[src/rtl/ipm_distributed_var_shiftregister_v1_0_if.sv]
// ---------------------------------------------------------------------------
// ipm_distributed_var_shiftregister_v1_0_if
// Sample/control bundle for the variable-depth delay line.
//   i_aclken  : sample enable, one sample shifts in per high cycle
//   din       : input sample (DATA_WIDTH)
//   depth     : requested delay D (DW)
//   depth_ld  : single-cycle strobe to load depth
//   dout      : delayed sample, registered (DATA_WIDTH)
//   dout_vld  : dout holds a real sample delayed by cur_depth
//   depth_err : single-cycle pulse for a rejected depth_ld
//   cur_depth : active delay D (DW)
// Modports: master drives the inputs of the delay line, slave is the line.
// ---------------------------------------------------------------------------
interface ipm_distributed_var_shiftregister_v1_0_if #(
   parameter int VARIABLE_MAX_DEPTH = 16,
   parameter int DATA_WIDTH         = 16
);
   localparam int ADDR_WIDTH = (VARIABLE_MAX_DEPTH <= 16)  ? 4 :
                               (VARIABLE_MAX_DEPTH <= 32)  ? 5 :
                               (VARIABLE_MAX_DEPTH <= 64)  ? 6 :
                               (VARIABLE_MAX_DEPTH <= 128) ? 7 :
                               (VARIABLE_MAX_DEPTH <= 256) ? 8 :
                               (VARIABLE_MAX_DEPTH <= 512) ? 9 : 10;
   localparam int DW = ADDR_WIDTH + 1;

   logic                  i_aclken;
   logic [DATA_WIDTH-1:0] din;
   logic [DW-1:0]         depth;
   logic                  depth_ld;
   logic [DATA_WIDTH-1:0] dout;
   logic                  dout_vld;
   logic                  depth_err;
   logic [DW-1:0]         cur_depth;

   modport master (
      output i_aclken, din, depth, depth_ld,
      input  dout, dout_vld, depth_err, cur_depth
   );

   modport slave (
      input  i_aclken, din, depth, depth_ld,
      output dout, dout_vld, depth_err, cur_depth
   );
endinterface

[src/rtl/ipm_distributed_var_shiftregister_v1_0.sv]
// ---------------------------------------------------------------------------
// ipm_distributed_var_shiftregister_v1_0
// Runtime-variable delay line built on a 2**ADDR_WIDTH-entry distributed RAM.
// After k enabled samples since reset/flush, with k >= D, dout is the sample
// captured at enabled edge k-D+1; before that dout is held at zero.
// Ports:
//   clk      : clock, rising edge
//   asyn_rst : asynchronous active-high reset
//   bus      : slave side of ipm_distributed_var_shiftregister_v1_0_if
// ---------------------------------------------------------------------------
module ipm_distributed_var_shiftregister_v1_0 #(
   parameter int VARIABLE_MAX_DEPTH = 16,
   parameter int DATA_WIDTH         = 16
) (
   input  logic clk,
   input  logic asyn_rst,
   ipm_distributed_var_shiftregister_v1_0_if.slave bus
);
   localparam int ADDR_WIDTH = (VARIABLE_MAX_DEPTH <= 16)  ? 4 :
                               (VARIABLE_MAX_DEPTH <= 32)  ? 5 :
                               (VARIABLE_MAX_DEPTH <= 64)  ? 6 :
                               (VARIABLE_MAX_DEPTH <= 128) ? 7 :
                               (VARIABLE_MAX_DEPTH <= 256) ? 8 :
                               (VARIABLE_MAX_DEPTH <= 512) ? 9 : 10;
   localparam int DW      = ADDR_WIDTH + 1;
   localparam int RAM_LEN = 2 ** ADDR_WIDTH;

   typedef enum logic {FILL, RUN} state_t;

   logic [DATA_WIDTH-1:0] ram [RAM_LEN];

   state_t                state_q, state_d;
   logic [ADDR_WIDTH-1:0] wp_q, wp_d;
   logic [DW-1:0]         fill_q, fill_d;
   logic [DW-1:0]         cur_depth_q, cur_depth_d;
   logic [DATA_WIDTH-1:0] dout_q, dout_d;
   logic                  depth_err_q, depth_err_d;
   logic                  ram_we;
   logic                  load_ok;
   logic [ADDR_WIDTH-1:0] rd_addr;

   assign load_ok = bus.depth_ld && (bus.depth >= DW'(1)) &&
                    (bus.depth <= DW'(VARIABLE_MAX_DEPTH));

   // Entry written D-1 enabled edges ago; the modulo wrap falls out of the
   // ADDR_WIDTH truncation.
   assign rd_addr = wp_q - ADDR_WIDTH'(cur_depth_q - DW'(1));

   always_ff @(posedge clk or posedge asyn_rst) begin
      if (asyn_rst) begin
         state_q     <= FILL;
         wp_q        <= '0;
         fill_q      <= '0;
         cur_depth_q <= DW'(VARIABLE_MAX_DEPTH);
         dout_q      <= '0;
         depth_err_q <= 1'b0;
      end else begin
         state_q     <= state_d;
         wp_q        <= wp_d;
         fill_q      <= fill_d;
         cur_depth_q <= cur_depth_d;
         dout_q      <= dout_d;
         depth_err_q <= depth_err_d;
      end
   end

   // Storage is never reset; zero-masking during FILL hides stale entries.
   always_ff @(posedge clk) begin
      if (ram_we) ram[wp_q] <= bus.din;
   end

   always_comb begin
      state_d     = state_q;
      wp_d        = wp_q;
      fill_d      = fill_q;
      cur_depth_d = cur_depth_q;
      dout_d      = dout_q;
      depth_err_d = 1'b0;
      ram_we      = 1'b0;

      // The RAM keeps taking samples even on a load cycle.
      if (bus.i_aclken) begin
         ram_we = 1'b1;
         wp_d   = wp_q + ADDR_WIDTH'(1);
      end

      if (load_ok) begin
         cur_depth_d = bus.depth;
         fill_d      = '0;
         state_d     = FILL;
         dout_d      = '0;
      end else begin
         if (bus.depth_ld) depth_err_d = 1'b1;
         if (bus.i_aclken) begin
            if (fill_q < cur_depth_q) fill_d = fill_q + DW'(1);
            if (fill_q + DW'(1) >= cur_depth_q) begin
               state_d = RUN;
               // D=1 returns the sample being written this edge, which the
               // RAM does not hold yet.
               dout_d  = (cur_depth_q == DW'(1)) ? bus.din : ram[rd_addr];
            end
         end
      end
   end

   assign bus.dout      = dout_q;
   assign bus.dout_vld  = (state_q == RUN);
   assign bus.depth_err = depth_err_q;
   assign bus.cur_depth = cur_depth_q;
endmodule
[src/flat_wrapper.sv]
// flat-port wrapper written by rule: the top's interface ports become plain ports
module ipm_distributed_var_shiftregister_v1_0_flat 
#(
   parameter int VARIABLE_MAX_DEPTH = 16,
   parameter int DATA_WIDTH         = 16
)
  (clk, asyn_rst, bus_i_aclken, bus_din, bus_depth, bus_depth_ld, bus_dout, bus_dout_vld, bus_depth_err, bus_cur_depth);
  ipm_distributed_var_shiftregister_v1_0_if #(.VARIABLE_MAX_DEPTH(VARIABLE_MAX_DEPTH), .DATA_WIDTH(DATA_WIDTH)) bus_i ();
  input  logic clk;
  input  logic asyn_rst;
  input wire logic [$bits(bus_i.i_aclken)-1:0] bus_i_aclken;
  input wire logic [$bits(bus_i.din)-1:0] bus_din;
  input wire logic [$bits(bus_i.depth)-1:0] bus_depth;
  input wire logic [$bits(bus_i.depth_ld)-1:0] bus_depth_ld;
  output wire logic [$bits(bus_i.dout)-1:0] bus_dout;
  output wire logic [$bits(bus_i.dout_vld)-1:0] bus_dout_vld;
  output wire logic [$bits(bus_i.depth_err)-1:0] bus_depth_err;
  output wire logic [$bits(bus_i.cur_depth)-1:0] bus_cur_depth;
  assign bus_i.i_aclken = bus_i_aclken;
  assign bus_i.din = bus_din;
  assign bus_i.depth = bus_depth;
  assign bus_i.depth_ld = bus_depth_ld;
  assign bus_dout = bus_i.dout;
  assign bus_dout_vld = bus_i.dout_vld;
  assign bus_depth_err = bus_i.depth_err;
  assign bus_cur_depth = bus_i.cur_depth;
  ipm_distributed_var_shiftregister_v1_0 #(.VARIABLE_MAX_DEPTH(VARIABLE_MAX_DEPTH), .DATA_WIDTH(DATA_WIDTH)) u_core (.clk(clk), .asyn_rst(asyn_rst), .bus(bus_i));
endmodule
[config.mk]
export PLATFORM = sky130hd
export DESIGN_NAME = ipm_distributed_var_shiftregister_v1_0_flat
export DESIGN_NICKNAME = d
export VERILOG_FILES = /design/src/rtl/ipm_distributed_var_shiftregister_v1_0_if.sv /design/src/rtl/ipm_distributed_var_shiftregister_v1_0.sv /design/src/flat_wrapper.sv
export SDC_FILE = /design/constraint.sdc
export NUM_CORES = 1
export LEC_CHECK = 0
export CORE_MARGIN = 4
export CORE_UTILIZATION = 50
export DETAILED_ROUTE_END_ITERATION = 16
export PLACE_DENSITY = 0.68
export SYNTH_ARGS = -nofsm -noshare
export SYNTH_HDL_FRONTEND = slang
export SYNTH_SLANG_ARGS = --single-unit
[constraint.sdc]
create_clock -name clk -period 3.6 [get_ports clk]
set_input_delay 0.72 -clock clk [delete_from_list [all_inputs] [get_ports clk]]
set_output_delay 0.72 -clock clk [all_outputs]
set_load 0.05 [all_outputs]
; Word level (Yosys, flattened, before mapping)
; Memories as Yosys holds them, arrays and structs flattened.
; Cells that the tools add are included.
[totals]
mem_count = 1
reg_bits = 32
elab_cells = 38
output_inout_bits = 23
input_bits = 25
ramBits = 256
[classes]
order_cmp = 4
n_addsub = 4
reduce_logical = 7
mux = 15
eq_ne = 1
[mem_list]
columns = memory, words, width, read_ports, rd_ports_with_merged_regs, wr, line_no
row1 = u_core.ram, 16, 16, 1, 0, 1, ipm_distributed_var_shiftregister_v1_0.sv:30  ; logic [DATA_WIDTH-1:0] ram [RAM_LEN];
[op_table]
columns = operator, count
row1 = $mux 16, 4
row2 = $mux 5, 3
row3 = $mux 1, 8
row4 = $reduce_bool 2->1, 3
row5 = $add 5x1->5 const B, 1
row6 = $eq 5x1->1 const B, 1
row7 = $ge 5x1->1 const B, 1
row8 = $ge 5x5->1, 1
row9 = $le 5x5->1 const B, 1
row10 = $lt 5x5->1, 1
row11 = $add 4x1->4 const B, 1
row12 = $reduce_and 2->1, 2
row13 = $sub 4x1->4 const B, 1
row14 = $sub 4x4->4, 1
row15 = $logic_and 1x1->1, 2

; Longest topological paths before layout
; An unclocked memory read counts as a cell.
[depth]
ltp_word = 7
mapped_depth = 12
depth_no_buf = 11

; Worst setup path before layout
; No wires, ideal clock.
[synth_timing]
path_type = reg-to-reg
startpoint = register u_core.cur_depth_q[1], in the netlist u_core.bus.cur_depth[1]
endpoint = register u_core.dout_q[10], in the netlist u_core.bus.dout[10]
t_arrival_ps = 2688
stages_incl_launch_ff = 12
period_less_slack_ps = 2806
path_buffers = 1
required_ps = 3482
path_slack_ps = 794
setup_time_ps = 118
path_cell_list = dfrtp_1 ha_1 inv_1 ha_1 inv_1 fa_1 xor2_2 xnor2_4 buf_6 mux2i_1 o22ai_1 a21o_1
[synth_via]
elab_chain_cells = 7
elab_cells_between_ends = 11
cone_classes = 2 x add/sub / 1 x order compare / 1 x eq/ne / 4 x mux / 2 x reduce/logical / 1 x memory
[synth_lines]
columns = element, line_no
row1 = "start, declared", ipm_distributed_var_shiftregister_v1_0.sv:35  ; logic [DW-1:0] cur_depth_q, cur_depth_d;
row2 = "start signal, assigned", ipm_distributed_var_shiftregister_v1_0.sv:54  ; cur_depth_q <= DW'(VARIABLE_MAX_DEPTH);
row3 = "start signal, assigned", ipm_distributed_var_shiftregister_v1_0.sv:61  ; cur_depth_q <= cur_depth_d;
row4 = $sub 4x1->4, ipm_distributed_var_shiftregister_v1_0.sv:47  ; assign rd_addr = wp_q - ADDR_WIDTH'(cur_depth_q - DW'(1));
row5 = $sub 4x4->4, ipm_distributed_var_shiftregister_v1_0.sv:47
row6 = $mem_v2 16x16, -
row7 = $mux 16, ipm_distributed_var_shiftregister_v1_0.sv:100  ; dout_d = (cur_depth_q == DW'(1)) ? bus.din : ram[rd_addr];
row8 = $mux 16, ipm_distributed_var_shiftregister_v1_0.sv:96  ; if (fill_q + DW'(1) >= cur_depth_q) begin
row9 = $mux 16, ipm_distributed_var_shiftregister_v1_0.sv:94  ; if (bus.i_aclken) begin
row10 = $mux 16, ipm_distributed_var_shiftregister_v1_0.sv:87  ; if (load_ok) begin
row11 = "end signal, assigned", ipm_distributed_var_shiftregister_v1_0.sv:62  ; dout_q <= dout_d;
row12 = "end, declared", ipm_distributed_var_shiftregister_v1_0.sv:36  ; logic [DATA_WIDTH-1:0] dout_q, dout_d;
; Parallel ways exist; a longest one is shown, timed or not. The select of a mux whose other input is x is not followed.
; A chain may end at the register's enable or synchronous reset.

; Worst setup path in the final report
[layout_timing]
startpoint = register u_core.wp_q[1]
endpoint = register u_core.dout_q[15], in the netlist u_core.bus.dout[15]
[layout_via]
elab_chain_cells = 6
[layout_lines]
columns = element, line_no
row1 = "start, declared", ipm_distributed_var_shiftregister_v1_0.sv:33  ; logic [ADDR_WIDTH-1:0] wp_q, wp_d;
row2 = "start signal, assigned", ipm_distributed_var_shiftregister_v1_0.sv:59  ; wp_q <= wp_d;
row3 = $sub 4x4->4, ipm_distributed_var_shiftregister_v1_0.sv:47
row4 = $mem_v2 16x16, -
row5 = $mux 16, ipm_distributed_var_shiftregister_v1_0.sv:100
row6 = $mux 16, ipm_distributed_var_shiftregister_v1_0.sv:96
row7 = $mux 16, ipm_distributed_var_shiftregister_v1_0.sv:94
row8 = $mux 16, ipm_distributed_var_shiftregister_v1_0.sv:87
; Every way passes these cells. The select of a mux whose other input is x is not followed.

==> flow_summary.yaml <==
outcome:
  status: "completed"
route:
  drc: 0
  vias: 5827
  drt.antenna.violating_nets: 0
  drtIter0Drc: 467
  viasPerCell: 5.66
  wire_per_inst_um: 23.8
  drt-total-wl_um: 24500
  firstDrtPassIters: 4
timing:
  slew_viol_final: 0
  skew_ns: 0.0109
  max_clock_freq_ghz: 0.306
  setup_slack_ns: 0.329
  slew_headroom_pct: 39.5
  worst_slew_pin_slew_ns: 0.907
  tns_ns: 0
  finalSetupViolations: 0
  hold_viol: 0
  min_period_ns: 3.27
  period_share_pct: 90.8
  rsz0062_at_grt: "no"
power:
  ir_drop_uv: 541
  p_per_area_nw_per_um2: 833
  power_leakage_nw: 4.82
  p_total_mw: 11.4
global_route:
  grt-ovfl-total: 0
  grt_pass1_vias: 6157
  grt_max_degree: 33
  grt_antenna_before_repair: 0
  grt_pass1_wl_um: 38100
  track_usage_pct: 19.3
worst_hold_path:
  min_path_type: "flip-flop to flip-flop"
synth:
  syn_area_um2: 11900
  post-synth-top-area-cell: "edfxtp_1"
  synth.avg_cell_area_um2: 19.5
  synth_edf_count: 256
  synth_top_area_share_pct: 64.6
  ys_types: 46
  ys_ff_latch: 288
  synth-main-ff-cell: "edfxtp_1"
  synth_common_cells: "edfxtp_1, mux4_2, mux2i_1"
  postSynthCellCount: 611
  synth_warnings: 0
  async_reset_ff_share_pct: 11.1
  synth.most_common_cell: "edfxtp_1"
  yosysSeqAreaShare_pct: 71.3
  yosys-top-cells-area: "edfxtp_1, mux4_2, dfrtp_1"
  syn_nets: 656
finish:
  stdcell_count: 1030
  nFillCells: 1707
  syn_to_final_growth_pct: 15.4
  layout-drive-gt1-share_pct: 20.8
  final-seq-area_um2: 8490
  diodes: 0
  multi_input_area_um2: 3130
  fin_nets: 734
  fin_area_um2: 13700
placement:
  dp_cells: 977
  portBuffers: 47
  place_area_um2: 12800
  routabilityCongestion: 0.763
  dp_hpwl_um: 14700
  dpl_worst_slack_ns: 0.342
critical_path:
  critPathKind: "flip-flop to flip-flop"
  endpoint_kind: "flip-flop"
  cp_max_fo: 11
  required_ns: 4.02
  crit_path_start_kind: "flip-flop"
  arrival_ns: 3.69
floorplan:
  fp.dieH_um: 162
  ioPinCount: 48
  initial_core_util_pct: 50.7
  die_w_um: 162
  coreArea_um2: 23500
  row_count: 56
  die_area_um2: 26300
cts:
  htreeDepth: 1
  clk_pin_slew_ns: 0.06
  clk_path_buf_depth: 3
  cts.sinks: 288
  cts_buffers: 29
  cts_hold_buf: 0
  clock_latency_ns: 0.54
  postCtsSetupBuffers: 0
  cts_tree: "built"
  cts_resized: 0
  cts_root_buffer: "clkbuf_16"
flow_run:
  drv_cap: 0
layer usage:
layer  up-vias  wire (um)  track usage (%)
met2       170      12800             33.5
met1      3026       9880             26.3
met5         -          0                0
met3        31       1510             2.56
li1       2600          -                -
met4         0        376             4.61
worst paths after layout:
kind | startpoint | to | slack, ns | depth (start not counted)
worst max-delay path | u_core.wp_q[1] | u_core.bus.dout[15] | 0.33 | 12
worst min-delay path | u_core.bus.dout_vld | u_core.bus.dout_vld | 0.50 | 2
worst max register to register | u_core.wp_q[1] | u_core.bus.dout[15] | 0.33 | 12
worst min register to register | u_core.bus.dout_vld | u_core.bus.dout_vld | 0.50 | 2
max in group asynchronous | asyn_rst | u_core.bus.cur_depth[4] | 2.63 | 3
min in group asynchronous | asyn_rst | u_core.wp_q[0] | 0.61 | 3
power breakdown:
| part | switching, mW | total, mW | internal, mW |
|---|---|---|---|
| clock | 1.19 | 2.81 | 1.62 |
| sequential | 0.153 | 4.17 | 4.01 |
| combinational | 2.32 | 4.48 | 2.16 |
layout by cell type, fill, tap and decap left out, types with 6 or more instances in the layout:
cell type,instances
edfxtp_1,256
mux4_2,64
mux2i_1,49
clkdlybuf4s50_1,47
dfrtp_1,31
inv_1,30
clkbuf_16,29
buf_4,22
nand2_1,21
and2_1,19
ha_1,17
o22ai_1,16
a21o_1,16
clkinv_2,8
o21ai_0,6
a21oi_1,6
clkbuf_1,6
final cells by class:
cell class / count / area share (%)
flip-flops and latches: 288 / 61.8
multi-input cells: 267 / 22.8
clock buffers: 35 / 5.45
repair buffers: 73 / 5.21
well taps: 319 / 2.91
clock inverters: 18 / 1.03
inverters: 30 / 0.820
worst max-delay path, stage by stage (launching register included):
cell and delay (ns):
dfrtp_1 0.41, inv_1 0.13, ha_1 0.24, inv_1 0.06, ha_2 0.15, inv_1 0.05, fa_1 0.46, xor2_2 0.19
xnor2_4 0.54, buf_4 0.36, mux2i_1 0.23, o22ai_1 0.11, a21o_1 0.19
flip-flops by register name, indices dropped and copies added, names as in the netlist:
| register | count |
|---|---|
| u_core.ram | 256 |
| u_core.bus.cur_depth | 5 |
| u_core.wp_q | 4 |
| u_core.bus.dout_vld | 1 |
| u_core.bus.dout | 16 |
| u_core.bus.depth_err | 1 |
| u_core.fill_q | 5 |
cells by family (layout without fill, tap and decap cells):
family,count (synthesis),in the layout,synth area share [%]
flops,288,288,71.3
mux,119,119,16.8
simple gates,65,65,3.25
buf+inv,56,156,2.50
compound gates,54,54,3.02
fa+ha+maj,20,20,2.17
xor+xnor,9,9,0.946
through the flow:
step / hold slack, ns / utilization (%)
6_report: 0.498 / 58.5
5_1_grt: 0.566 / 58.5
4_1_cts: 0.499 / 58.5
3_5_place_dp: 0.486 / 54.7
3_3_place_gp: 0.497 / 54.7
2_1_floorplan: 0.532 / -
(Power assumes the default switching activity.)
==> edit: new RTL, same flow settings <==
Reset style: synchronous (`asyn_rst`), changed in one clocked block. Comments in the files are not updated.
--- a/src/rtl/ipm_distributed_var_shiftregister_v1_0.sv
+++ b/src/rtl/ipm_distributed_var_shiftregister_v1_0.sv
@@ -47,5 +47,5 @@
    assign rd_addr = wp_q - ADDR_WIDTH'(cur_depth_q - DW'(1));
 
-   always_ff @(posedge clk or posedge asyn_rst) begin
+   always_ff @(posedge clk) begin
       if (asyn_rst) begin
          state_q     <= FILL;
Behaviour: differs if asyn_rst is asserted again (counterexample within 4 cycles, from zero or initial values and one cycle with asyn_rst high); with asyn_rst held inactive, the same outputs for 4 cycles.
==> edit against the unedited design <==
  * Area after synthesis shrank 1.6%
  * Wire length increased by 1.3%
  * Via count up 3.4%
  * Largest cell class unchanged
  * Sequential share of layout area fell by 0.58 points
  * Fmax rose by 4.0%
  * Clock skew rose by 4.2 ps
  * Worst hold slack barely moved
  * Sequential cell count did not move
  * Setup slack better by 120 ps
  * Final area is 0.97% lower
Power is not compared: it rests on default switching activity, and its combinational part moved more than twofold at a synthesized area within 25%.
==> edit: results (changes against the unedited design) <==
[final_layout]
clock_area_share_pct = 6.26  ; -0.21 points
fillCellCount = 1739  ; +1.9%
finish.net_count = 758  ; +3.3%
seq_area_share_pct = 61.2  ; -0.58 points
layout.non_clock_inverters = 13  ; -57%
final_layout_clock_buffer_total = 40  ; +14%
layout-drive-gt1-share_pct = 18.8  ; -2.0 points
multi_input_gates = 305  ; +14%

[drt]
route.detailed.wl_per_inst_um = 23.7  ; -0.38%
met3_length_mm = 1.64  ; +9.1%
detailroute.via_count = 6028  ; +3.4%
drt_pass1_iterations = 5  ; +1
met2_wirelength_from_detailed_routing_mm = 12.4  ; -2.7%
viasPerCell = 5.76  ; +1.8%
wl_met1_mm = 10.3  ; +4.1%
drt_iter0_markers = 374  ; -20%

[synth]
post_synth_fa_ha_maj_area_fraction_pct = 2.20  ; +0.035 points
ys_top_cells_by_area = sky130_fd_sc_hd__edfxtp_1, sky130_fd_sc_hd__mux4_2, sky130_fd_sc_hd__dfxtp_1
synth_seq_area_share_pct = 71.1  ; -0.21 points
post_synth_most_frequent_cells = sky130_fd_sc_hd__edfxtp_1, sky130_fd_sc_hd__mux2i_1, sky130_fd_sc_hd__mux4_2, sky130_fd_sc_hd__and2_1, sky130_fd_sc_hd__dfxtp_1
async_reset_ff_share_pct = 0  ; -11 points
synthesized_area_per_cell_um2 = 18.4  ; -5.3%
synth.lib_cells_used.distinct = 43  ; -6.5%
synth-xor-area-share_pct = 0.748  ; -0.20 points
share_of_the_synthesized_area_in_compound_gates_ao_oa_aoi_oai_pct = 3.46  ; +0.44 points

[placement]
dp.final_hpwl_mm = 15.0  ; +2.1%
placed_cells = 995  ; +1.8%
post_dp_cell_area_mm2 = 0.0128  ; -0.74%
preCtsSetupSlack_ps = 473  ; +131 ps

[global_route]
grt_pass1_wl_mm = 38.1  ; about the same
use_met1_pct = 26.3  ; about the same
grt_start_max_net_pins = 35  ; +6.1%
first_global_vias = 6363  ; +3.3%
global_route.usage.met3_pct = 2.86  ; +0.30 points
grt_usage_pct = 19.4  ; +0.10 points

[pwr]
report.power.total_w = 0.00748

[floorplanning]
die_area_mm2 = 0.0259  ; -1.5%

[timing]
worst_slew_pin_slew_ps = 851  ; -56.0 ps

[status]
outcome = finished clean

[setup_path]
critPathMaxFanout = 34  ; +23
cp.arrival_ps = 3520  ; -170 ps

## edit: critical path: stages (launching register included)
cell,delay (ps)
sky130_fd_sc_hd__dfxtp_1,390
sky130_fd_sc_hd__inv_1,100
sky130_fd_sc_hd__ha_1,270
sky130_fd_sc_hd__inv_1,80
sky130_fd_sc_hd__ha_4,120
sky130_fd_sc_hd__inv_1,50
sky130_fd_sc_hd__fa_2,800
sky130_fd_sc_hd__buf_12,280
sky130_fd_sc_hd__mux4_2,340
sky130_fd_sc_hd__mux2_2,270
sky130_fd_sc_hd__a21oi_1,140
sky130_fd_sc_hd__o22ai_1,110
## edit: worst paths after layout
kind                             from                   to  slack [ps]  cells after the start
setup / recovery       u_core.wp_q[1]   u_core.bus.dout[2]         450                     11
hold / removal    u_core.bus.dout_vld  u_core.bus.dout_vld         500                      2
setup reg to reg       u_core.wp_q[1]   u_core.bus.dout[2]         450                     11
hold reg to reg   u_core.bus.dout_vld  u_core.bus.dout_vld         500                      2
